## config.mk

```make
export PLATFORM = sky130hd
export DESIGN_NAME = seq_player_ctrl
export DESIGN_NICKNAME = d
export VERILOG_FILES = /design/src/rtl/kros_pkg.sv /design/src/rtl/pb_edge.sv /design/src/rtl/seq_player_ctrl.sv
export SDC_FILE = /design/constraint.sdc
export NUM_CORES = 1
export LEC_CHECK = 0
export BUFFER_PORTS_ARGS = -buffer_cell sky130_fd_sc_hd__buf_2
export CORE_ASPECT_RATIO = 1.25
export CORE_MARGIN = 2
export CORE_UTILIZATION = 45
export DETAILED_ROUTE_END_ITERATION = 6
export PLACE_DENSITY_LB_ADDON = 0.15
export SYNTH_ARGS = -nofsm -noshare
export SYNTH_HDL_FRONTEND = slang
export SYNTH_SLANG_ARGS = --single-unit
```

## constraint.sdc

```tcl
create_clock -name CLK_50 -period 1.8 [get_ports CLK_50]
set_input_delay 0.27 -clock CLK_50 [delete_from_list [all_inputs] [get_ports CLK_50]]
set_output_delay 0.27 -clock CLK_50 [all_outputs]
set_load 0.1 [all_outputs]
```

## src/rtl/kros_pkg.sv

```systemverilog
// Shared types and default constants for the LED sequence player.
// Latency: n/a (types and constants only).
// Backpressure: n/a.
package kros_pkg;

  // Controller phases: copy issue, pipeline drain, playback.
  typedef enum logic [1:0] {
    ST_LOAD  = 2'd0,
    ST_DRAIN = 2'd1,
    ST_PLAY  = 2'd2
  } state_t;

  localparam int SEQ_LEN_D = 16;  // frames per sequence
  localparam int NUM_SEQ_D = 8;   // sequences held in the pattern ROM
  localparam int ROM_LAT_D = 2;   // registered address + registered output
  localparam int ROM_AW_D  = 10;
  localparam int RAM_AW_D  = 7;
  localparam int ROM_DW    = 10;
  localparam int RAM_DW    = 32;
  localparam int SEQ_W     = 6;   // width of the seq_num output

endpackage

```

## src/rtl/pb_edge.sv

```systemverilog
// Rising-edge detector for a debounced push-button level.
// Latency: combinational pulse in the cycle the level first reads high; history is registered.
// Backpressure: none; the edge is a single-cycle pulse, dropped if the consumer is not listening.
// Ports: i_clk clock, i_rst sync active-high reset, i_pb button level, o_rise one-cycle edge pulse.
module pb_edge (
  input  logic i_clk,
  input  logic i_rst,
  input  logic i_pb,
  output logic o_rise
);

  logic r_prev;

  always_ff @(posedge i_clk) begin
    if (i_rst) begin
      r_prev <= 1'b0;
    end else begin
      r_prev <= i_pb;
    end
  end

  assign o_rise = i_pb & ~r_prev;

endmodule

```

## src/rtl/seq_player_ctrl.sv

```systemverilog
// Sequence player: copies the selected ROM sequence into frame RAM, then steps playback on throttle ticks.
// Latency: copy takes SEQ_LEN+ROM_LAT cycles from entering LOAD; tick/button effects visible next cycle.
// Backpressure: none; ticks and button edges arriving during a copy are discarded, not queued.
// Ports: CLK_50/reset; step_tick, pb_seq_up/dn inputs; rom_addr/rom_q ROM port;
//        ram_wraddress/ram_data/ram_wren RAM write port; ram_rdaddress playback address;
//        seq_num, loading, frame_wrap status.
module seq_player_ctrl
  import kros_pkg::*;
#(
  parameter int SEQ_LEN = SEQ_LEN_D,
  parameter int NUM_SEQ = NUM_SEQ_D,
  parameter int ROM_AW  = ROM_AW_D,
  parameter int RAM_AW  = RAM_AW_D,
  parameter int ROM_LAT = ROM_LAT_D
) (
  input  logic              CLK_50,
  input  logic              reset,
  input  logic              step_tick,
  input  logic              pb_seq_up,
  input  logic              pb_seq_dn,
  output logic [ROM_AW-1:0] rom_addr,
  input  logic [ROM_DW-1:0] rom_q,
  output logic [RAM_AW-1:0] ram_wraddress,
  output logic [RAM_DW-1:0] ram_data,
  output logic              ram_wren,
  output logic [RAM_AW-1:0] ram_rdaddress,
  output logic [SEQ_W-1:0]  seq_num,
  output logic              loading,
  output logic              frame_wrap
);

  state_t              r_state;
  logic [RAM_AW-1:0]   r_issue_cnt;
  logic [RAM_AW-1:0]   r_wr_cnt;
  logic [ROM_LAT-1:0]  r_vld;
  logic [ROM_AW-1:0]   r_rom_addr;
  logic [RAM_AW-1:0]   r_rdaddr;
  logic [SEQ_W-1:0]    r_seq;
  logic                r_loading;
  logic                r_frame_wrap;

  logic                w_up_rise;
  logic                w_dn_rise;
  logic                w_up;
  logic                w_dn;
  logic [SEQ_W-1:0]    w_seq_inc;
  logic [SEQ_W-1:0]    w_seq_dec;
  logic [SEQ_W-1:0]    w_next_seq;
  logic [ROM_AW-1:0]   w_next_base;
  logic                w_wr;
  logic                w_last_wr;

  pb_edge u_up_edge (
    .i_clk  (CLK_50),
    .i_rst  (reset),
    .i_pb   (pb_seq_up),
    .o_rise (w_up_rise)
  );

  pb_edge u_dn_edge (
    .i_clk  (CLK_50),
    .i_rst  (reset),
    .i_pb   (pb_seq_dn),
    .o_rise (w_dn_rise)
  );

  // Simultaneous up and down edges cancel each other out.
  assign w_up = w_up_rise & ~w_dn_rise;
  assign w_dn = w_dn_rise & ~w_up_rise;

  assign w_seq_inc   = (r_seq == SEQ_W'(NUM_SEQ - 1)) ? '0 : r_seq + 1'b1;
  assign w_seq_dec   = (r_seq == '0) ? SEQ_W'(NUM_SEQ - 1) : r_seq - 1'b1;
  assign w_next_seq  = w_up ? w_seq_inc : w_seq_dec;
  assign w_next_base = ROM_AW'(w_next_seq) * ROM_AW'(SEQ_LEN);

  // A tag leaving the end of the valid pipe marks rom_q as the data for the next RAM slot.
  assign w_wr      = r_vld[ROM_LAT-1];
  assign w_last_wr = w_wr && (r_wr_cnt == RAM_AW'(SEQ_LEN - 1));

  always_ff @(posedge CLK_50) begin
    if (reset) begin
      r_state      <= ST_LOAD;
      r_issue_cnt  <= '0;
      r_wr_cnt     <= '0;
      r_vld        <= '0;
      r_rom_addr   <= '0;
      r_rdaddr     <= '0;
      r_seq        <= '0;
      r_loading    <= 1'b1;
      r_frame_wrap <= 1'b0;
    end else begin
      r_frame_wrap <= 1'b0;

      r_vld[0] <= (r_state == ST_LOAD);
      for (int k = 1; k < ROM_LAT; k++) begin
        r_vld[k] <= r_vld[k-1];
      end

      if (w_wr) begin
        r_wr_cnt <= r_wr_cnt + 1'b1;
      end

      case (r_state)
        ST_LOAD: begin
          if (r_issue_cnt == RAM_AW'(SEQ_LEN - 1)) begin
            r_state <= ST_DRAIN;
          end else begin
            r_issue_cnt <= r_issue_cnt + 1'b1;
            r_rom_addr  <= r_rom_addr + 1'b1;
          end
        end

        ST_DRAIN: begin
          if (w_last_wr) begin
            r_state   <= ST_PLAY;
            r_loading <= 1'b0;
            r_wr_cnt  <= '0;
          end
        end

        ST_PLAY: begin
          // A button edge takes priority; a tick in the same cycle is dropped.
          if (w_up || w_dn) begin
            r_seq       <= w_next_seq;
            r_rdaddr    <= '0;
            r_rom_addr  <= w_next_base;
            r_issue_cnt <= '0;
            r_wr_cnt    <= '0;
            r_loading   <= 1'b1;
            r_state     <= ST_LOAD;
          end else if (step_tick) begin
            if (r_rdaddr == RAM_AW'(SEQ_LEN - 1)) begin
              r_rdaddr     <= '0;
              r_frame_wrap <= 1'b1;
            end else begin
              r_rdaddr <= r_rdaddr + 1'b1;
            end
          end
        end

        default: begin
          r_state <= ST_LOAD;
        end
      endcase
    end
  end

  assign rom_addr      = r_rom_addr;
  assign ram_wraddress = r_wr_cnt;
  assign ram_data      = {{(RAM_DW - ROM_DW){1'b0}}, rom_q};
  assign ram_wren      = w_wr;
  assign ram_rdaddress = r_rdaddr;
  assign seq_num       = r_seq;
  assign loading       = r_loading;
  assign frame_wrap    = r_frame_wrap;

endmodule

```

**Word-level counts from Yosys, hierarchy flattened**

Cells that the tools add are included.
W data, S select, Z words.

- Bits in registers: 45
- Output and inout bits: 65

- $add $sub $neg: 6
- Equal/unequal tests: 10
- Mux-type cells: 24
- Bitwise logic cells: 10
- Reductions and logical operators: 13

Operator list:

| cell | number |
|---|---|
| $mux W7 | 8 |
| $pmux W7 S2 | 2 |
| $add A7 B1 Y7 const B | 3 |
| $eq A7 B4 Y1 const B | 3 |
| $mux W10 | 2 |
| $pmux W10 S2 | 1 |
| $mux W6 | 3 |
| $add A10 B1 Y10 const B | 1 |
| $reduce_and A3 Y1 | 3 |
| $add A6 B1 Y6 const B | 1 |
| $eq A6 B3 Y1 const B | 1 |
| $logic_not A6 Y1 | 1 |
| $mux W2 | 3 |
| $ne A2 B2 Y1 const B | 3 |
| $not A1 Y1 | 6 |
| $pmux W2 S3 | 1 |
| $reduce_bool A2 Y1 | 3 |
| $sub A6 B1 Y6 const B | 1 |
| $and A1 B1 Y1 | 4 |
| $reduce_and A2 Y1 | 2 |
| $reduce_or A4 Y1 | 1 |
| $mux W1 | 3 |
| $eq A2 B1 Y1 const B | 1 |
| $eq A2 B2 Y1 const B | 1 |
| other kinds (5) | 5 |

**Depth between registers and ports, before layout**

Gate-level depths: netlist of the first run.

- Depth in word-level cells: 7
- Gate-level depth with buffers: 8
- Mapped depth without buffers: 7

**Hierarchy**

Synthesis of the first run repeated with hierarchy kept, for this count alone.

- Cells, all modules: 324
- Area, all modules: 2670.1 µm²

Modules (own cells, without submodules):

| module | times used | cells an instance | area an instance (µm²) |
|---|---|---|---|
| seq_player_ctrl | 1 | 318 | 2575.0 |
| pb_edge | 2 | 3 | 47.5 |

**Worst setup path before layout of the first run**

OpenSTA, ideal clock, no wires.

- Path type: register -> register
- From: register r_seq[0], in the netlist seq_num[0]
- To: register r_rom_addr[7], in the netlist rom_addr[7]
- Library setup time: 0.138 ns
- Data arrival time: 2.214 ns
- Required time: 1.662 ns
- Path slack: -0.552 ns
- Stages on the path, launching flop included: 7
- Buffers on the path: 0
- Path through: dfxtp_1 ha_1 nor4b_1 a2bb2oi_1 o21ai_0 o21ai_0 a41oi_1

- Longest elaborated chain between the ends: 5

Ends and longest elaborated chain:

| item | RTL line | source |
|---|---|---|
| start: declaration | seq_player_ctrl.sv:38 | `logic [SEQ_W-1:0] r_seq;` |
| start signal: assignment | seq_player_ctrl.sv:124 | `r_seq <= w_next_seq;` |
| $sub A6 B1 Y6, or another cell as far along | seq_player_ctrl.sv:72 | `assign w_seq_dec = (r_seq == '0) ? SEQ_W'(NUM_SEQ - 1) : r_seq - 1'b1;` |
| $mux W6 (on tied branches) | seq_player_ctrl.sv:72, seq_player_ctrl.sv:71 |  |
| $mux W6 * | seq_player_ctrl.sv:73 | `assign w_next_seq = w_up ? w_seq_inc : w_seq_dec;` |
| $mux W10 * | seq_player_ctrl.sv:123 | `if (w_up \|\| w_dn) begin` |
| $pmux W10 S2 * | seq_player_ctrl.sv:103 | `case (r_state)` |
| end signal: assignment | seq_player_ctrl.sv:109 | `r_rom_addr <= r_rom_addr + 1'b1;` |
| end signal: assignment | seq_player_ctrl.sv:126 | `r_rom_addr <= w_next_base;` |
| end: declaration | seq_player_ctrl.sv:36 | `logic [ROM_AW-1:0] r_rom_addr;` |

Mark *: on every way between the ends. The rest lies on a longest branch, timed or not. The select of a mux whose other input is x is not followed.
A chain may end at the register's enable or synchronous reset.

**Final worst setup path of the first run**

- From: register u_dn_edge.r_prev
- To: register r_rdaddr[3], in the netlist ram_rdaddress[3]

- Longest elaborated chain between the ends: 7

Ends and longest elaborated chain:

| item | RTL line | source |
|---|---|---|
| start: declaration | pb_edge.sv:12 | `logic r_prev;` |
| start signal: assignment | pb_edge.sv:18 | `r_prev <= i_pb;` |
| $not A1 Y1 * | pb_edge.sv:22 | `assign o_rise = i_pb & ~r_prev;` |
| $and A1 B1 Y1 * | pb_edge.sv:22 |  |
| $not A1 Y1 | seq_player_ctrl.sv:68 | `assign w_up = w_up_rise & ~w_dn_rise;` |
| $and A1 B1 Y1 | seq_player_ctrl.sv:68 |  |
| $logic_or A1 B1 Y1 * | seq_player_ctrl.sv:123 |  |
| $reduce_bool A2 Y1 (no line) | - |  |
| $reduce_and A2 Y1 (no line) | - |  |
| end signal: assignment | seq_player_ctrl.sv:136 | `r_rdaddr <= r_rdaddr + 1'b1;` |
| end: declaration | seq_player_ctrl.sv:37 | `logic [RAM_AW-1:0] r_rdaddr;` |

Mark *: on every way between the ends. The rest lies on a longest branch, timed or not.

==> results of run 1 <==
[layer usage]
layer  vias to the layer above  wire (µm)
met2                        46       3190
met3                        12        239
met1                      1138       2730
li1                       1217          -
met4                         0        119
met5                         -          0
[repair_timing]
action                                  4_1_cts  5_1_grt
buffers inserted                              0        1
endpoints found under the setup margin        9       17
pin swaps                                     0        3
gates cloned                                  0        0
resized for setup                             2       19
[cell type report]
class	count	area (µm²)	area share
clock buffer	6	82.6	0.0248
clock inverter	2	37.5	0.0113
inverter	15	61.3	0.0184
multi-input combinational	245	1660	0.497
sequential	45	956	0.287
tap	66	82.6	0.0248
timing repair buffer	73	455	0.137
[worst max-delay path: cells and delay by family (launching register included)]
family	cells	cell delay, ps
AND/OR/NAND/NOR	2	650
AO/OA/AOI/OAI	1	160
flip-flops	1	310
adder cells (fa/ha/maj)	1	370
buffers and inverters	2	210
[power by group]
group | internal, µW | switching (µW) | total (µW)
Combinational | 69.7 | 346 | 415
Clock | 452 | 371 | 823
Sequential | 1010 | 17.1 | 1020
[synthesized netlist by cell type, types with 4 or more instances]
| cell type | count | area, µm² |
|---|---|---|
| xor2_1 | 10 | 87.6 |
| nor3_1 | 10 | 50.1 |
| nand4_1 | 9 | 56.3 |
| buf_2 | 5 | 25.0 |
| ha_1 | 11 | 138 |
| nand2_1 | 23 | 86.3 |
| o21ai_0 | 10 | 50.1 |
| buf_4 | 32 | 240 |
| nand3b_1 | 4 | 30.0 |
| dfxtp_1 | 45 | 901 |
| or3_1 | 6 | 37.5 |
| clkbuf_1 | 7 | 26.3 |
| a21oi_1 | 10 | 50.1 |
| xnor2_1 | 6 | 52.6 |
| inv_1 | 15 | 56.3 |
| nand3_1 | 16 | 80.1 |
| nor2_1 | 37 | 139 |
| nor2b_1 | 5 | 31.3 |
| mux2i_1 | 5 | 50.1 |
| and3_1 | 4 | 25.0 |
[kinds of logic after synthesis]
group	synth area share
simple gates	0.269
buf+inv	0.129
compound gates	0.141
flops	0.331
xor+xnor	0.0515
fa+ha+maj	0.0506
mux	0.0267
other cells	0.00138
[registers in the layout, summed over array words and instances (netlist names), 2 cells and up]
| name | count |
|---|---|
| r_issue_cnt | 7 |
| r_state | 2 |
| r_vld | 2 |
| ram_rdaddress | 7 |
| ram_wraddress | 7 |
| rom_addr | 10 |
| seq_num | 6 |
[through the flow]
stage / cells / util / setup WS, ps / hold WS, ps
5_1_grt: 452 / 0.572 / -45.5 / 200
2_1_floorplan: 350 / - / -34.5 / 398
3_5_place_dp: 443 / 0.537 / -95.8 / 447
4_1_cts: 451 / 0.560 / 0.812 / 176
3_3_place_gp: 443 / 0.537 / -54.9 / 434
6_report: 452 / 0.572 / 42.6 / 179
[worst max path at each step]
stage                                    endpoint  cells after the start  slack (ps)
floorplan                 seq_num[2]$_SDFFE_PP0P_                      6         -30
global placement         rom_addr[3]$_SDFFE_PP0P_                      7         -50
detailed placement    r_issue_cnt[2]$_SDFFE_PP0P_                      7        -100
CTS                 ram_rdaddress[4]$_SDFFE_PP0P_                      8         0.8
global route        ram_rdaddress[3]$_SDFFE_PP0P_                      6         -50
finish              ram_rdaddress[3]$_SDFFE_PP0P_                      6          40
==> key figures, run 1 <==
Placement
  – Dpl cell area: 3120 µm²
  – Dpl hpwl: approximately 4700 µm
  – GPL Wtd Cong: 0.806
  – Port-buffer cells: 37

Finish
  – Final Instance Area: around 3300 µm²
  – Commonest cells after routing, fill and taps aside: nor2_1 (37), buf_2 (37), buf_4 (36)
  – Layout cells sized above 1: 0.358
  – Area growth syn-to-layout: 22.3%
  – Antenna diodes: 0
  – Fillcell total: 550
  – Nets: approximately 410

Critical path
  – Crit path largest cell delay: 520 ps
  – Slowest cell on crit path: or4_1
  – Setup CP Type: register to register
  – Worst Path Required: about 2100 ps
  – Crit. End Element: register
  – Worst-path fanout max: 4
  – Arrival @ worst endpoint: 2000 ps
  – CP Cell Sequence: nand2b_4 -> ha_2 -> inv_1 -> buf_4 -> or4_1 -> a21oi_2
  – Critical Path Source: u_dn_edge.r_prev$_SDFF_PP0_
  – RR Endpoint: ram_rdaddress[3]$_SDFFE_PP0P_
  – Reg2reg start: u_dn_edge.r_prev$_SDFF_PP0_
  – Critical path startpoint category: register
  – R2R depth: 6
  – R2R Setup Slk: around 43 ps

STA
  – Total Neg Setup Slack: 0 ps
  – Unrepaired setup endpoints after global routing: yes
  – Final-report max-slew violation count: 0
  – Clock skew after layout: 9.61 ps
  – Fmax: approximately 570 MHz
  – Setup Viol. Count Final: 0
  – Post-route minimum period: 1760 ps
  – Final Hold Vio Count: 0
  – Fin crit share: 0.976

Global routing
  – M1 GR Usage: 0.240
  – Global-route wire length before repair: approximately 11000 µm
  – Total GRT Usage: 0.198
  – Most used routing layer in global routing: met2
  – Antenna violations before repair: 0
  – GRT overflow: 0
  – Largest net degree at the start of global routing: 18
  – Met3 usage: 0.0300
  – Vias in the first global route: roughly 2.3k
  – M2 GR Usage: 0.330

Yosys
  – Syn Inst Count: between 300 and 400
  – Synthesized area per cell: around 8.3 µm²
  – Sequential share of the synthesized area: 0.331
  – Synth Warn #: 0
  – Post-synth EDFFs: 0
  – Post-synthesis async set-or-reset flop share: 0
  – Synthesized area: 2720 µm²
  – Synth Register Bits: 45
  – Most used DFF post-synth: dfxtp_1
  – Post-synthesis cell type count: 57

Clock tree
  – Clock root buffer: clkbuf_8
  – H-tree depth: 2
  – Clk Latency, worst-skew pair: a little over 300 ps
  – Max clock buf depth: 2
  – Total CTS buffers: 5
  – CTS tree: built
  – CTS clk-pin slew, worst paths: roughly 90 ps
  – Hold-fix buffers, CTS: 0
  – Clock Sinks: 45

Routing
  – Drt drc: 0
  – DR vias/cell: about 5.3
  – DRT iter0 DRCs: 62
  – Post-DR wirelength/cell: between 10 and 15 µm
  – First-pass DRT Iterations: 4
  – Final ANT Viol Nets: 0
  – Post-Route WL: roughly 6300 µm
  – Vias: around 2.4k

Pwr
  – Static leakage: ~0.0014 µW
  – Total power: about 2300 µW
  – Max VDD drop: 0.417 mV
  – Pwr Density: just under 700 nW/µm²

Die
  – Row cnt: 31
  – Core area: around 5800 µm²
  – # IOs: 80
  – DIE WIDTH: ~74 µm
  – Die height: 91.0 µm
  – Die area: roughly 6700 µm²
  – Initial core utilization: 0.468

Hold path
  – Hold Path Depth: 2
  – Hold EP: u_up_edge.r_prev$_SDFF_PP0_
  – Hold path start: pb_seq_up
  – Hold crit path type: primary input to register

Flow run
  – Max cap viols: 0

Run status
  – Status: completed
No activity file was read; power rests on OpenSTA's default activity.
==> run 2, diff against run 1 <==
--- a/config.mk
+++ b/config.mk
@@ -8,7 +8,7 @@
 export BUFFER_PORTS_ARGS = -buffer_cell sky130_fd_sc_hd__buf_2
 export CORE_ASPECT_RATIO = 1.25
 export CORE_MARGIN = 2
-export CORE_UTILIZATION = 45
+export CORE_UTILIZATION = 30
 export DETAILED_ROUTE_END_ITERATION = 6
 export PLACE_DENSITY_LB_ADDON = 0.15
 export SYNTH_ARGS = -nofsm -noshare
==> key figures, run 2 (synthesis results as in run 1) <==
Run status
  – Status: completed

Finish
  – Antenna diodes: 0 (unchanged)
  – Footprint of the multi-input gates: 1690 µm² (+2.0%)
  – Layout cells sized above 1: 0.376 (+0.0181)
  – Nets: 419 (+1.9%)
  – Commonest cells after routing, fill and taps aside: buf_4 (42), nor2_1 (37), buf_2 (37)
  – Sequential cell area: 960 µm² (+0.39%)
  – Commonest non-fill, non-tap cell in the layout: buf_4
  – Max FFs per register: 10 (unchanged)
  – Fillcell total: 934 (+70%)
  – Area growth syn-to-layout: 28.2%
  – Final Instance Area: 3490 µm² (+4.8%)

STA
  – Clock skew after layout: 7.06 ps (-2.56 ps)
  – Final hold slack: 190 ps (+11.4 ps)
  – Setup Viol. Count Final: 0 (unchanged)
  – Final Hold Vio Count: 0 (unchanged)
  – Fmax: 567 MHz (-0.28%)
  – Fin crit share: 0.979 (+0.00271)
  – Unrepaired setup endpoints after global routing: yes
  – Final-report max-slew violation count: 0 (unchanged)
  – Post-route minimum period: 1760 ps (+4.88 ps)

Routing
  – Post-DR wirelength/cell: 13.4 µm (-3.8%)
  – DRT iter0 DRCs: 98 (+58%)
  – Final ANT Viol Nets: 0 (unchanged)
  – DR vias/cell: 4.68 (-12%)
  – First-pass DRT Iterations: 4 (unchanged)
  – Drt drc: 0 (unchanged)
  – Vias: 2406 (-0.29%)
  – Post-Route WL: 6870 µm (+9.4%)

Clock tree
  – Hold-fix buffers, CTS: 0 (unchanged)
  – Clock root buffer: clkbuf_8
  – Max clock buf depth: 2 (unchanged)
  – Clk Latency, worst-skew pair: 310 ps (about the same)
  – CTS tree: built
  – Clock Sinks: 45 (unchanged)
  – Total CTS buffers: 5 (unchanged)
  – CTS clk-pin slew, worst paths: 90 ps (about the same)
  – H-tree depth: 2 (unchanged)

Global routing
  – Vias in the first global route: 2287 (-2.5%)
  – Global-route wire length before repair: 11300 µm (+6.1%)
  – Total GRT Usage: 0.145 (-0.0529)
  – Largest net degree at the start of global routing: 18 (unchanged)
  – GRT overflow: 0 (unchanged)
  – Antenna violations before repair: 0 (unchanged)

Placement
  – GPL Wtd Cong: 0.876 (+8.6%)
  – Port-buffer cells: 37 (unchanged)
  – Dpl hpwl: 5250 µm (+11%)
  – Dpl cell area: 3260 µm² (+4.4%)

Die
  – Die height: 111 µm (+21%)
  – # IOs: 80 (unchanged)
  – Initial core utilization: 0.311 (-0.157)
  – Core area: 8750 µm² (+50%)
  – DIE WIDTH: 89.2 µm (+21%)
  – Die area: 9860 µm² (+47%)
  – Row cnt: 38 (+23%)

Critical path
  – Crit path largest cell delay: 500 ps (-20 ps)
  – R2R Setup Slk: 40 ps (about the same)
  – Setup CP Type: register to register
  – Arrival @ worst endpoint: 2000 ps (about the same)
  – Critical path startpoint category: register
  – Crit. End Element: register
  – CP top delay family: simple AND/OR/NAND/NOR gates
  – CP Cell Sequence: inv_4 -> ha_4 -> or4b_4 -> a22o_1 -> or3_1 -> a21oi_2
  – Worst Path Required: 2040 ps (about the same)
  – Worst-path fanout max: 4 (unchanged)
  – Slowest cell on crit path: or4b_4
  – Reg2reg start: seq_num[0]$_SDFFE_PP0P_
  – RR Endpoint: seq_num[2]$_SDFFE_PP0P_
  – R2R depth: 6 (unchanged)
  – Buffers & Inverters on Critical Path: 1 (-1)

Hold path
  – Hold Path Depth: 2 (unchanged)
  – Hold EP: u_up_edge.r_prev$_SDFF_PP0_
  – Hold path start: pb_seq_up
  – Hold crit path type: primary input to register

Pwr
  – Pwr Density: 603 nW/µm² (-11%)
  – Static leakage: 0.00147 µW (+2.8%)
  – Max VDD drop: 0.267 mV (-36%)

Flow run
  – Max cap viols: 0 (unchanged)
-- run 2: cell count changes in the layout (fill, tap and decap cells not counted), moves of 2 or more --
cell	previous run	this run
buf_4	36	42
ha_4	1	4
o21ai_0	6	3
o21ai_1	4	7
buf_12	0	2
ha_2	3	1
-- run 2: layout make-up --
type                       count  area share
clock inverter                 3     0.00609
sequential                    45       0.275
timing repair buffer          81       0.155
tap                          120      0.0430
multi-input combinational    245       0.484
clock buffer                   5      0.0197
inverter                      15      0.0176
-- run 2: through the flow --
step / util / instances / setup TNS (ps) / power [µW] / setup WS [ps]
finish: 0.399 / 514 / 0 / 2110 / 37.7
global route: 0.399 / 514 / -21.6 / 2200 / -20.9
CTS: 0.387 / 512 / -6.49 / 2130 / -6.49
detailed placement: 0.373 / 503 / -1040 / 1460 / -115
global placement: 0.373 / 503 / -464 / 1460 / -165
floorplan: - / 350 / -34.5 / 1550 / -34.5
-- run 2: repair_timing --
action,in CTS,in global routing
endpoints found under the setup margin,13,13
buffers inserted,1,2
gates resized for setup,6,22
pin swaps,1,5
-- run 2: worst max-delay path by stage --
stage | cells past startpoint | slack [ps] | to | startpoint
3_5_place_dp | 8 | -110 | rom_addr[9]$_SDFFE_PP0P_ | pb_seq_up
5_1_grt | 6 | -20 | seq_num[2]$_SDFFE_PP0P_ | seq_num[0]$_SDFFE_PP0P_
6_report | 6 | 40 | seq_num[2]$_SDFFE_PP0P_ | seq_num[0]$_SDFFE_PP0P_
4_1_cts | 7 | -6 | seq_num[5]$_SDFFE_PP0P_ | u_dn_edge.r_prev$_SDFF_PP0_
2_1_floorplan | 6 | -30 | seq_num[2]$_SDFFE_PP0P_ | seq_num[0]$_SDFFE_PP0P_
3_3_place_gp | 8 | -160 | rom_addr[9]$_SDFFE_PP0P_ | pb_seq_up
-- run 2: routing by layer --
layer	global-route usage	vias up	share of wire
met5	0	-	0
met4	0.0557	0	0.017
met3	0.0262	7	0.036
met2	0.235	41	0.49
met1	0.187	1127	0.45
li1	-	1231	-
-- run 2: report_power, final --
part | internal [µW] | switching (µW)
clock network | 276 | 380
registers | 1010 | 19.1
logic | 74.9 | 349
==> run 3, diff against run 2 <==
--- a/config.mk
+++ b/config.mk
@@ -5,12 +5,12 @@
 export SDC_FILE = /design/constraint.sdc
 export NUM_CORES = 1
 export LEC_CHECK = 0
-export BUFFER_PORTS_ARGS = -buffer_cell sky130_fd_sc_hd__buf_2
 export CORE_ASPECT_RATIO = 1.25
 export CORE_MARGIN = 2
 export CORE_UTILIZATION = 30
 export DETAILED_ROUTE_END_ITERATION = 6
-export PLACE_DENSITY_LB_ADDON = 0.15
+export DONT_BUFFER_PORTS = 1
+export PLACE_DENSITY_LB_ADDON = 0.25
 export SYNTH_ARGS = -nofsm -noshare
 export SYNTH_HDL_FRONTEND = slang
 export SYNTH_SLANG_ARGS = --single-unit
==> key figures, run 3 (synthesis results as in run 1) <==
Run status
  – Status: completed

Finish
  – Final Non-Filler Cells: 502 (-2.3%)
  – Layout cells sized above 1: 0.335 (-0.0406)
  – Antenna diodes: 0 (unchanged)
  – Commonest cells after routing, fill and taps aside: buf_4 (67), nor2_1 (37), nand2_1 (23)
  – Fillcell total: 932 (-0.21%)
  – Commonest non-fill, non-tap cell in the layout: buf_4
  – Nets: 407 (-2.9%)
  – Max FFs per register: 10 (unchanged)
  – Area growth syn-to-layout: 26.9%
  – Util after Layout: 0.395 (-0.00415)

Die
  – Initial core utilization: 0.311 (unchanged)
  – DIE WIDTH: 89.2 µm (unchanged)
  – Row cnt: 38 (unchanged)
  – Core area: 8750 µm² (unchanged)
  – Die height: 111 µm (unchanged)
  – # IOs: 80 (unchanged)
  – Die area: 9860 µm² (unchanged)

STA
  – Final WS setup: 31.5 ps (-6.18 ps)
  – Fin crit share: 0.982 (+0.00343)
  – Post-route minimum period: 1770 ps (+6.18 ps)
  – Final-report max-slew violation count: 0 (unchanged)
  – Final Hold Vio Count: 0 (unchanged)
  – Unrepaired setup endpoints after global routing: yes
  – Final hold slack: 18.8 ps (-172 ps)
  – Fmax: 565 MHz (-0.35%)
  – Setup Viol. Count Final: 0 (unchanged)
  – Clock skew after layout: 5.04 ps (-2.01 ps)

Global routing
  – GRT overflow: 0 (unchanged)
  – Global-route wire length before repair: 11200 µm (-0.61%)
  – Total GRT Usage: 0.142 (-0.00312)
  – Antenna violations before repair: 0 (unchanged)
  – Largest net degree at the start of global routing: 29 (+11)
  – Vias in the first global route: 2344 (+2.5%)

Clock tree
  – Clock Sinks: 45 (unchanged)
  – CTS tree: built
  – Total CTS buffers: 5 (unchanged)
  – CTS clk-pin slew, worst paths: 80 ps (about the same)
  – H-tree depth: 2 (unchanged)
  – Clock root buffer: clkbuf_8
  – Max clock buf depth: 2 (unchanged)
  – Clk Latency, worst-skew pair: 310 ps (about the same)

Hold path
  – Hold crit path type: primary input to register

Routing
  – Post-Route WL: 6810 µm (-0.86%)
  – DRT iter0 DRCs: 91 (-7.1%)
  – DR vias/cell: 4.76 (+1.8%)
  – Drt drc: 0 (unchanged)
  – Vias: 2392 (-0.58%)
  – First-pass DRT Iterations: 4 (unchanged)
  – Final ANT Viol Nets: 0 (unchanged)
  – Post-DR wirelength/cell: 13.6 µm (+1.5%)

Critical path
  – Crit path largest cell delay: 490 ps (about the same)
  – CP Cell Sequence: inv_4 -> ha_4 -> or4b_4 -> a22o_1 -> or3_1 -> a21oi_1
  – Worst-path fanout max: 6 (+2)
  – R2R depth: 6 (unchanged)
  – Setup CP Type: register to register
  – Reg2reg start: seq_num[0]$_SDFFE_PP0P_
  – RR Endpoint: seq_num[2]$_SDFFE_PP0P_
  – Crit path depth: 6 (unchanged)
  – Slowest cell on crit path: or4b_4
  – CP top delay family: simple AND/OR/NAND/NOR gates
  – Crit path to: seq_num[2]$_SDFFE_PP0P_
  – Arrival @ worst endpoint: 2010 ps (about the same)
  – Buffers & Inverters on Critical Path: 1 (unchanged)
  – Worst Path Required: 2040 ps (about the same)
  – R2R Setup Slk: 30 ps (about the same)
  – Crit. End Element: register
  – Critical path startpoint category: register
  – Critical Path Source: seq_num[0]$_SDFFE_PP0P_

Pwr
  – Max VDD drop: 0.282 mV (+5.7%)
  – Pwr Density: 679 nW/µm² (+13%)
  – Static leakage: 0.00142 µW (-3.4%)
  – Total power: 2350 µW (+11%)

Placement
  – Port-buffer cells: 0 (-100%)
  – Placed cell count: 490 (-2.6%)
  – GPL Wtd Cong: 0.833 (-4.9%)
  – Worst slack, placed: -63.3 ps (+51.4 ps)
  – Dpl hpwl: 5060 µm (-3.7%)

Flow run
  – Max cap viols: 0 (unchanged)
-- run 3: worst register-to-register path: cells and delay by family, from the launching register on --
kind	cells	cell delay, ps
flops	1	390
simple gates	2	790
buf+inv	1	80
fa+ha+maj	1	130
compound gates	2	330
-- run 3: worst min-delay path by stage --
| stage | slack (ps) | depth (start not counted) | endpoint | start |
|---|---|---|---|---|
| final | 20 | 1 | seq_num[0]$_SDFFE_PP0P_ | reset |
| after global routing | 2 | 1 | seq_num[2]$_SDFFE_PP0P_ | reset |
| after CTS | 3 | 1 | seq_num[0]$_SDFFE_PP0P_ | reset |
| after detailed placement | 340 | 1 | ram_rdaddress[3]$_SDFFE_PP0P_ | reset |
| after global placement | 340 | 1 | ram_rdaddress[1]$_SDFFE_PP0P_ | reset |
| after floorplan | 400 | 1 | u_dn_edge.r_prev$_SDFF_PP0_ | pb_seq_dn |
-- run 3: per-layer routing --
metal	vias up	global-route usage	share of wire
li1	1210	-	-
met1	1128	0.177	0.44
met2	47	0.237	0.50
met3	7	0.0306	0.046
met4	0	0.0478	0.013
met5	-	0	0
-- run 3: area by class of cell --
type	count	area [µm²]	area share
Clock buffer	5	68.8	0.0199
Timing Repair Buffer	69	523	0.151
Multi-Input combinational cell	245	1630	0.473
Tap cell	120	150	0.0435
Sequential cell	45	953	0.276
Inverter	15	61.3	0.0177
Clock inverter	3	65.1	0.0188
-- run 3: timing repair --
item	4_1_cts	5_1_grt
resized for setup	4	13
endpoints found under the setup margin	11	15
setup buffers	1	1
pin swaps	0	1
hold buffers	1	1
endpoints found under the hold margin	2	2
-- run 3: per-stage QoR --
step                      cell area (µm²)  setup TNS (ps)
after floorplan                      2900           -34.5
after global placement               3230            -135
after detailed placement             3230            -443
after CTS                            3400               0
after global routing                 3450           -50.4
final                                3450               0
-- run 3: power breakdown --
| part | internal (µW) | total (µW) | switching (µW) | leakage, µW |
|---|---|---|---|---|
| Sequential | 1010 | 1020 | 10.5 | 0.000379 |
| Combinational | 72.6 | 415 | 342 | 0.000969 |
| Clock | 551 | 914 | 363 | 0.0000681 |
